--- config.mk ---
export PLATFORM = sky130hd
export DESIGN_NAME = debounce_array
export DESIGN_NICKNAME = d
export VERILOG_FILES = /design/src/rtl/debounce_array.sv
export SDC_FILE = /design/constraint.sdc
export NUM_CORES = 1
export LEC_CHECK = 0
export CAP_MARGIN = 20
export CELL_PAD_IN_SITES_DETAIL_PLACEMENT = 1
export CELL_PAD_IN_SITES_GLOBAL_PLACEMENT = 1
export CORE_UTILIZATION = 40
export CTS_CLUSTER_SIZE = 10
export DETAILED_ROUTE_END_ITERATION = 6
export GPL_ROUTABILITY_DRIVEN = 0
export PLACE_DENSITY = 0.78
export SLEW_MARGIN = 20
export SYNTH_ARGS = -nofsm -noshare
export SYNTH_HDL_FRONTEND = slang
export SYNTH_SLANG_ARGS = --single-unit
--- constraint.sdc ---
create_clock -name clk -period 2.3 [get_ports clk]
set_clock_uncertainty 0.15 [all_clocks]
set_input_delay 0.575 -clock clk [delete_from_list [all_inputs] [get_ports clk]]
set_output_delay 0.575 -clock clk [all_outputs]
set_load 0.01 [all_outputs]
--- src/rtl/debounce_array.sv ---
// N-channel push-button conditioner: per-channel synchronizer, saturating-free
// debounce counter, press/release edge pulses and optional auto-repeat.
module debounce_array #(
    parameter int unsigned   N               = 4,
    parameter int unsigned   SYNC_STAGES     = 2,
    parameter int unsigned   DEBOUNCE_CYCLES = 262143,
    parameter logic [N-1:0]  INVERT          = {N{1'b0}},
    parameter int unsigned   REPEAT_EN       = 0,
    parameter int unsigned   REPEAT_DELAY    = 50000000,
    parameter int unsigned   REPEAT_PERIOD   = 10000000
) (
    input  logic         clk,
    input  logic         rst,
    input  logic [N-1:0] PB,
    output logic [N-1:0] PB_state,
    output logic [N-1:0] PB_down,
    output logic [N-1:0] PB_up,
    output logic [N-1:0] PB_repeat,
    output logic         any_down
);

    localparam int unsigned CW = $clog2(DEBOUNCE_CYCLES + 1);

    logic [SYNC_STAGES-1:0] sync_q [N];
    logic [SYNC_STAGES-1:0] sync_d [N];
    logic [CW-1:0]          cnt_q  [N];
    logic [CW-1:0]          cnt_d  [N];
    logic [N-1:0]           s;
    logic [N-1:0]           state_q, state_d;
    logic [N-1:0]           down_q, down_d;
    logic [N-1:0]           up_q, up_d;
    logic [N-1:0]           release_d;
    logic                   any_down_q, any_down_d;

    always_comb begin
        for (int unsigned i = 0; i < N; i++) begin
            sync_d[i] = {sync_q[i][SYNC_STAGES-2:0], PB[i]};
            s[i]      = sync_q[i][SYNC_STAGES-1] ^ INVERT[i];
        end
    end

    // Counter only runs while the sample disagrees with the debounced level;
    // any agreement restarts it, so glitches shorter than the window vanish.
    always_comb begin
        state_d   = state_q;
        down_d    = '0;
        up_d      = '0;
        release_d = '0;
        for (int unsigned i = 0; i < N; i++) begin
            cnt_d[i] = cnt_q[i];
            if (s[i] == state_q[i]) begin
                cnt_d[i] = '0;
            end else if (cnt_q[i] == CW'(DEBOUNCE_CYCLES - 1)) begin
                cnt_d[i]     = '0;
                state_d[i]   = ~state_q[i];
                down_d[i]    = ~state_q[i];
                up_d[i]      = state_q[i];
                release_d[i] = state_q[i];
            end else begin
                cnt_d[i] = cnt_q[i] + CW'(1);
            end
        end
        any_down_d = |down_d;
    end

    always_ff @(posedge clk) begin
        if (rst) begin
            for (int unsigned i = 0; i < N; i++) begin
                sync_q[i] <= {SYNC_STAGES{INVERT[i]}};
                cnt_q[i]  <= '0;
            end
            state_q    <= '0;
            down_q     <= '0;
            up_q       <= '0;
            any_down_q <= 1'b0;
        end else begin
            for (int unsigned i = 0; i < N; i++) begin
                sync_q[i] <= sync_d[i];
                cnt_q[i]  <= cnt_d[i];
            end
            state_q    <= state_d;
            down_q     <= down_d;
            up_q       <= up_d;
            any_down_q <= any_down_d;
        end
    end

    assign PB_state = state_q;
    assign PB_down  = down_q;
    assign PB_up    = up_q;
    assign any_down = any_down_q;

    if (REPEAT_EN != 0) begin : g_repeat
        localparam int unsigned HOLD_MAX = (REPEAT_DELAY > REPEAT_PERIOD) ? REPEAT_DELAY
                                                                          : REPEAT_PERIOD;
        localparam int unsigned HW = $clog2(HOLD_MAX + 1);

        typedef enum logic [1:0] {IDLE, DELAY, REPEAT} rep_state_e;

        rep_state_e    rs_q   [N];
        rep_state_e    rs_d   [N];
        logic [HW-1:0] hold_q [N];
        logic [HW-1:0] hold_d [N];
        logic [N-1:0]  rep_q, rep_d;

        // hold counts cycles since PB_down (or since the last pulse); the pulse is
        // registered, so it fires when the count is one short of the target.
        always_comb begin
            rep_d = '0;
            for (int unsigned i = 0; i < N; i++) begin
                rs_d[i]   = rs_q[i];
                hold_d[i] = hold_q[i];
                case (rs_q[i])
                    IDLE: begin
                        if (down_q[i]) begin
                            if (REPEAT_DELAY == 1) begin
                                rep_d[i]  = 1'b1;
                                rs_d[i]   = REPEAT;
                                hold_d[i] = '0;
                            end else begin
                                rs_d[i]   = DELAY;
                                hold_d[i] = HW'(1);
                            end
                        end
                    end
                    DELAY: begin
                        if (release_d[i]) begin
                            rs_d[i]   = IDLE;
                            hold_d[i] = '0;
                        end else if (hold_q[i] == HW'(REPEAT_DELAY - 1)) begin
                            rep_d[i]  = 1'b1;
                            rs_d[i]   = REPEAT;
                            hold_d[i] = '0;
                        end else begin
                            hold_d[i] = hold_q[i] + HW'(1);
                        end
                    end
                    REPEAT: begin
                        if (release_d[i]) begin
                            rs_d[i]   = IDLE;
                            hold_d[i] = '0;
                        end else if (hold_q[i] == HW'(REPEAT_PERIOD - 1)) begin
                            rep_d[i]  = 1'b1;
                            hold_d[i] = '0;
                        end else begin
                            hold_d[i] = hold_q[i] + HW'(1);
                        end
                    end
                    default: begin
                        rs_d[i]   = IDLE;
                        hold_d[i] = '0;
                    end
                endcase
            end
        end

        always_ff @(posedge clk) begin
            if (rst) begin
                for (int unsigned i = 0; i < N; i++) begin
                    rs_q[i]   <= IDLE;
                    hold_q[i] <= '0;
                end
                rep_q <= '0;
            end else begin
                for (int unsigned i = 0; i < N; i++) begin
                    rs_q[i]   <= rs_d[i];
                    hold_q[i] <= hold_d[i];
                end
                rep_q <= rep_d;
            end
        end

        assign PB_repeat = rep_q;
    end else begin : g_no_repeat
        assign PB_repeat = '0;
    end

endmodule

Word level (Yosys, flattened, before mapping)
Memory sizes are Yosys's and may differ from the RTL's.
Cells that the tools add are included.
- bits in writable memories: 80
- register bits after elaboration: 13
- memories kept: 2
- input port bits: 6
- output and inout bits: 17
- word-level logic and storage cells: 80
- memory list (memory ; words ; bits a word ; read ports ; clocked after Yosys merged registers in ; write ports ; RTL line ; RTL):
    cnt_q ; 4 ; 18 ; 4 ; 0 ; 4 ; 26 ; logic [CW-1:0] cnt_q [N];
    sync_q ; 4 ; 2 ; 4 ; 0 ; 4 ; 24 ; logic [SYNC_STAGES-1:0] sync_q [N];
- muxes and demuxes: 27
- equal/unequal tests: 8
- reduce and logical (&&, ||, !) cells: 9
- bitwise operators: 20
- $add $sub $neg: 4
- operators by type and width (cell ; number):
    18-bit two-way mux ; 12
    18-bit by 1-bit adder with 18-bit output, second input constant ; 4
    18-bit equality test, second input constant ; 4
    1-bit NOT ; 12
    3-bit OR reduction ; 4
    1-bit two-way mux ; 11
    2-bit two-way mux ; 4
    1-bit bitwise OR ; 8
    2-bit AND reduction ; 4
    1-bit equality test ; 4
    4-bit OR reduction ; 1

Logic depth before layout (Yosys ltp)
Gate-level depths: netlist of run 1.
An unclocked memory read counts as a cell.
- word-level depth: 5
- gate-level depth with buffers: 7

Worst setup path after synthesis of run 1
OpenSTA, ideal clock, no wires.
- kind: reg2reg
- start: memory cnt_q[1][9] (netlist name)
- end: memory cnt_q[1][13] (netlist name)
- setup time: 0.115 ns
- setup slack: 0.355 ns
- required time: 2.035 ns
- period minus slack after synthesis: 1.945 ns
- arrival: 1.680 ns
- stages on the path, launching flop included: 6
- cell sequence: dfxtp_1 nand4_1 or4_1 o21ai_2 buf_4 nor2_1
- RTL lines (element ; RTL line):
    from (decl) ; 26

Worst setup path in the final report of run 1
- start: register state_q[1] (netlist: PB_state[1])
- end: output PB_state[1]
- RTL lines (element ; RTL line ; RTL):
    from (decl) ; 29 ; logic [N-1:0] state_q, state_d;
    from (signal assigned) ; 81 ; state_q <= state_d;
    to (decl) ; 15 ; output logic [N-1:0] PB_state,
No word-level cell between the ends.

==> reports/metrics.csv, run 1 <==
metric;value;unit
H-tree depth;3;
count of pins over their slew limit;0;
synthesized flop and latch total;93;
pre-CTS setup slack;0.243;ns
switching power;598;uW
Crit path max-delay family;buffers and inverters;
CTS resizes;0;
Die H;102;microns
placed cell count;591;
R2R Path Start;cnt_q[3][2]$_SDFF_PP0_;
crit end category;output port;
final cell count without fillers;606;
CTS Buffer Depth;2;
first-pass GRT wire length;14300;microns
fmax;0.476;GHz
synthesized instance count;446;
pin count of the biggest net entering global routing;19;
worst min-delay path startpoint;sync_q[1][0]$_SDFF_PP0_;
Data required, critical path;1.57;ns
Routed Antenna Nets;0;
top post-synthesis cells by count;dfxtp_1, nor2_1, xor2_1;
DP HPWL;6060;microns
Synth top area share;46.8;%
Setup Buffers After CTS;0;
detailed-route via count;3175;
Fin. Hold Viols;0;
CP Depth;1;
Max Fanout on Critical Path;5;
number of global-route vias before repair;3107;
critical path launch point type;flip-flop;
routed len/inst;14.1;microns
antenna violations before repair;0;
Area growth, synth to finish;13.5;%
layout cells sized above 1;6.98;%
Crit path arrival time;1.38;ns
Slowest-stage cell, CP;clkdlybuf4s50_1;
ANT cells;0;
Nets;483;
Final Critical Period;2.10;ns
sequential share of the synthesized area;46.8;%
core area;9680;sq um
Die Area;10300;sq um
status;complete, no violations;
routed wl met3;231;microns
cell area after layout;4510;sq um
hold crit path type;reg -> reg;
Distinct cells, synth;34;
peak supply drop;345;uV
final core utilization;46.6;%
clock slew at reported path FFs;0.09;ns
Die Wd;102;microns
CTS Hold Bufs;0;
DR top layer;met4;
final setup fails;0;
# DRC;0;
Cell Rows;36;
PD cells;601;nW/um^2
fill count;1151;
Synth Flop Type;dfxtp_1;
Synth warnings;0;
Port Buffers;18;
final period utilization;91.4;%
Post-synth ARST share;0;%
Pint;2110;uW
Sw Ratio;22.1;%
Initial Utilization;41.1;%
Synth Area per Inst;8.92;sq um
register share of total power;59.9;%
Setup TNS Final;0;ns
Num CTS Buffers;9;
Comb power frac;1.8;%
Ports;23;
Critical path origin;PB_state[1]$_SDFFE_PP0P_;
setup slack after layout;0.199;ns
CTS tree;built;
unrepaired setup endpoints after global routing;false;
grt ovf;0;
drt pass-1 iters;4;
r2r worst-path depth;4;
Clk network pwr share;38.3;%
clk root buf;clkbuf_8;
CTS Sinks;93;
crit-path cells;clkdlybuf4s50_1;
Buf/Inv on CP;1;
placed instance area;4330;sq um
Hold Crit Depth;1;
worst-skew pair later-pin latency;0.35;ns
routed wl met2;4210;microns
synthesized area;3980;sq um
WL final;8540;microns
total track usage;17.5;%
CP max stage delay;0.58;ns
critical path class;reg -> out;
wl on met1;4040;microns
EDFF count, synth;0;
number of DRC markers in iteration 0;62;
maxcap violations;0;
Area contributors post-synth;dfxtp_1, xor2_1, nor2_1, nand4_1, nand3_1;
DR vias/cell;5.24;
most common cell in the netlist;dfxtp_1;
Pleak;0.00142;uW
cell taking the most area after synthesis;dfxtp_1;
[cell families after synthesis]
family,count (synthesis),synth area share (%)
xor gates and xnor gates,49,10.8
AOI/OAI and AO/OA,49,6.98
adders and majority gates,8,2.52
and+or+nand+nor,219,29.7
other,1,0.0943
DFF,93,46.8
buffers and inverters,27,3.11
[power groups by stage]
stage	combinational [uW]	clock (uW)	sequential, uW
after floorplan	33.2	0	1660
after global placement	47.9	0	1660
after detailed placement	49.0	0	1660
after CTS	49.4	1070	1620
after global routing	53.9	1140	1620
final	49.2	1040	1620
[flip-flops by register name (all words and copies together) (netlist names)]
| name | cells |
|---|---|
| cnt_q | 72 |
| any_down | 1 |
| PB_up | 4 |
| PB_state | 4 |
| PB_down | 4 |
| sync_q | 8 |
[through the flow]
step	hold WS [ns]	total power, uW
after floorplan	0.264	1690
after global placement	0.272	1710
after detailed placement	0.280	1710
after CTS	0.302	2740
after global routing	0.321	2820
final	0.297	2710
[layout make-up]
cell class | instances | area, sq um | share of cell area [%]
inverters | 5 | 18.8 | 0.416
clock inverters | 3 | 20.0 | 0.444
well taps | 133 | 166 | 3.69
repair buffers | 31 | 278 | 6.15
flip-flops and latches | 93 | 1860 | 41.3
multi-input cells | 329 | 2000 | 44.4
clock buffers | 12 | 165 | 3.66
[path summary, 6_finish.rpt]
check / endpoint / slack [ns]
hold / removal: sync_q[1][1]$_SDFF_PP0_ / 0.30
setup reg to reg: cnt_q[3][17]$_SDFF_PP0_ / 0.23
hold reg to reg: sync_q[1][1]$_SDFF_PP0_ / 0.30
setup / recovery: PB_state[1] / 0.20
[per-layer routing]
metal | global-route usage [%] | up-vias
met1 | 21.7 | 1535
met3 | 5.24 | 8
met4 | 3.57 | 0
met5 | 0 | -
li1 | - | 1600
met2 | 30.0 | 32
[cells in the final DEF (no fill, tap or decap), drive strengths merged, types with 2 or more instances in the layout]
cell and count:
conb 4, nor2b 9, clkbuf 12, nand2b 6, clkdlybuf4s50 18, or4 9
and2 6, dfxtp 93, and3 8, ha 8, o31ai 5, and4 15
nand4 30, nand2 21, nor3 8, or3 12, inv 5, a21oi 22
nand3 27, clkinvlp 2, nor2 63, o21ai 18, buf 13, xnor2 13
xor2 36, nor4 4
(Power assumes the default switching activity.)
==> run 2, diff against run 1 <==
--- a/config.mk
+++ b/config.mk
@@ -8,11 +8,12 @@
 export CAP_MARGIN = 20
 export CELL_PAD_IN_SITES_DETAIL_PLACEMENT = 1
 export CELL_PAD_IN_SITES_GLOBAL_PLACEMENT = 1
-export CORE_UTILIZATION = 40
+export CORE_UTILIZATION = 48
 export CTS_CLUSTER_SIZE = 10
 export DETAILED_ROUTE_END_ITERATION = 6
+export DONT_BUFFER_PORTS = 1
 export GPL_ROUTABILITY_DRIVEN = 0
-export PLACE_DENSITY = 0.78
+export PLACE_DENSITY = 0.85
 export SLEW_MARGIN = 20
 export SYNTH_ARGS = -nofsm -noshare
 export SYNTH_HDL_FRONTEND = slang
==> run 2 against run 1 <==
Against the previous run: die area decreased by 16%; count of clock-buffer cells in the layout is 3 lower; wire length grew 0.67%; worst setup slack got worse by 0.10 ns; core utilization up 7.7 points; final cell count decreased by 8.9%; clock power increased by 14%; design area decreased by 5.1%; non-clock buffer count down 23; fmax shrank 4.6%; global-route usage increased by 3.9 points; critical endpoint is now cnt_q[3][15]$_SDFF_PP0_; largest power group unchanged.
==> reports/metrics.csv, run 2 (synthesis results as in run 1) <==
metric;value;unit;change
Buf/Inv on CP;0;;was 1
Area growth, synth to finish;7.71;%;was 13.5%
DP HPWL;6180;microns;was 6060 microns
CP max stage delay;0.70;ns;was 0.58 ns
CTS Buffer Depth;2;;unchanged
Num CTS Buffers;9;;unchanged
clock slew at reported path FFs;0.09;ns;about the same
max FFs per register;72;;unchanged
count of pins over their slew limit;0;;unchanged
grt ovf;0;;unchanged
Data required, critical path;2.44;ns;was 1.57 ns
Cell Rows;32;;was 36
routed len/inst;15.6;microns;was 14.1 microns
final setup fails;0;;unchanged
CTS resizes;0;;unchanged
layout cells sized above 1;6.22;%;was 6.98%
Initial Utilization;50.4;%;was 41.1%
Slowest-stage cell, CP;or4_1;;was clkdlybuf4s50_1
CTS Sinks;93;;unchanged
Setup TNS Final;0;ns;unchanged
Setup Buffers After CTS;0;;unchanged
top flop regs;cnt_q x72, sync_q x8;;unchanged
crit end category;flip-flop;;was output port
ANT cells;0;;unchanged
H-tree depth;3;;unchanged
core area;7890;sq um;was 9680 sq um
Ports;23;;unchanged
CTS tree;built;;unchanged
Fin. Hold Viols;0;;unchanged
setup slack after layout;0.0966;ns;was 0.199 ns
fmax;0.454;GHz;was 0.476 GHz
fill count;911;;was 1151
Final Critical Period;2.20;ns;was 2.10 ns
Crit path max-delay family;simple AND/OR/NAND/NOR gates;;was buffers and inverters
CTS Hold Bufs;0;;unchanged
PD cells;664;nW/um^2;was 601 nW/um^2
Die Wd;93.0;microns;was 102 microns
Top cell by count, worst path;or4_1;;
Die H;93.0;microns;was 102 microns
antenna violations before repair;0;;unchanged
worst-skew pair later-pin latency;0.36;ns;was 0.35 ns
Nets;460;;was 483
DR vias/cell;5.73;;was 5.24
Port Buffers;0;;was 18
# DRC;0;;unchanged
clk root buf;clkbuf_8;;unchanged
final period utilization;95.8;%;was 91.4%
hold crit path type;in -> reg;;was reg -> reg
pre-CTS setup slack;0.125;ns;was 0.243 ns
Crit path arrival time;2.34;ns;was 1.38 ns
peak supply drop;310;uV;was 345 uV
number of DRC markers in iteration 0;87;;was 62
critical path launch point type;flip-flop;;unchanged
commonest non-fill, non-tap cell in the layout;dfxtp_1;;unchanged
unrepaired setup endpoints after global routing;false;;unchanged
Die Area;8650;sq um;was 10300 sq um
Most flops, register;cnt_q;;unchanged
first-pass GRT wire length;14700;microns;was 14300 microns
Routed Antenna Nets;0;;unchanged
detailed-route via count;3163;;was 3175
number of global-route vias before repair;3204;;was 3107
maxcap violations;0;;unchanged
drt pass-1 iters;4;;unchanged
status;complete, no violations;;unchanged
most frequent cells in the layout;dfxtp_1, nor2_1, xor2_1, nand4_1, nand3_1;;unchanged
pin count of the biggest net entering global routing;26;;was 19
Max Fanout on Critical Path;9;;was 5
Pleak;0.00135;uW;was 0.00142 uW
critical path class;reg -> reg;;was reg -> out
total track usage;21.5;%;was 17.5%
WL final;8600;microns;was 8540 microns
crit-path cells;nand3_4, or4_1, or4_1, a21oi_1;;was clkdlybuf4s50_1
## run 2: path summary, 6_finish.rpt
path | from | end | slack [ns] | cells after the start
min reg2reg | sync_q[3][0]$_SDFF_PP0_ | sync_q[3][1]$_SDFF_PP0_ | 0.32 | 1
max | cnt_q[3][2]$_SDFF_PP0_ | cnt_q[3][15]$_SDFF_PP0_ | 0.1 | 4
min | rst | PB_state[2]$_SDFFE_PP0P_ | 0.13 | 1
max reg2reg | cnt_q[3][2]$_SDFF_PP0_ | cnt_q[3][15]$_SDFF_PP0_ | 0.1 | 4
## run 2: per-layer routing
layer | vias to the layer above | global-route usage [%] | wire length, microns
li1 | 1562 | - | -
met1 | 1553 | 26.7 | 4070
met2 | 32 | 37.1 | 4190
met3 | 16 | 2.93 | 157
met4 | 0 | 9.23 | 172
met5 | - | 0 | 0
## run 2: power by group
group | leakage [uW] | internal, uW | total (uW) | switching, uW
registers | 0.000751 | 1620 | 1620 | 7.15
logic | 0.000495 | 11.4 | 30.3 | 18.9
clock network | 0.000101 | 606 | 1190 | 582
total | 0.00135 | 2230 | 2840 | 608
## run 2: stage by stage
step | total power, uW | instance area, sq um | std cells | hold slack [ns] | util (%)
detailed placement | 1690 | 4070 | 537 | 0.304 | 51.6
global placement | 1690 | 4070 | 537 | 0.289 | 51.6
CTS | 2860 | 4280 | 552 | 0.118 | 54.3
finish | 2840 | 4280 | 552 | 0.130 | 54.3
floorplan | 1690 | 3990 | 449 | 0.264 | -
global route | 2930 | 4280 | 552 | 0.119 | 54.3
## run 2: area by class of cell
| cell class | count | area, sq um | share of cell area, % |
|---|---|---|---|
| timing repair buffer | 8 | 60.1 | 1.40 |
| inverter | 5 | 18.8 | 0.438 |
| clock inverter | 6 | 88.8 | 2.07 |
| multi-input combinational | 329 | 2000 | 46.8 |
| sequential | 93 | 1860 | 43.5 |
| tap | 102 | 128 | 2.98 |
| clock buffer | 9 | 124 | 2.89 |
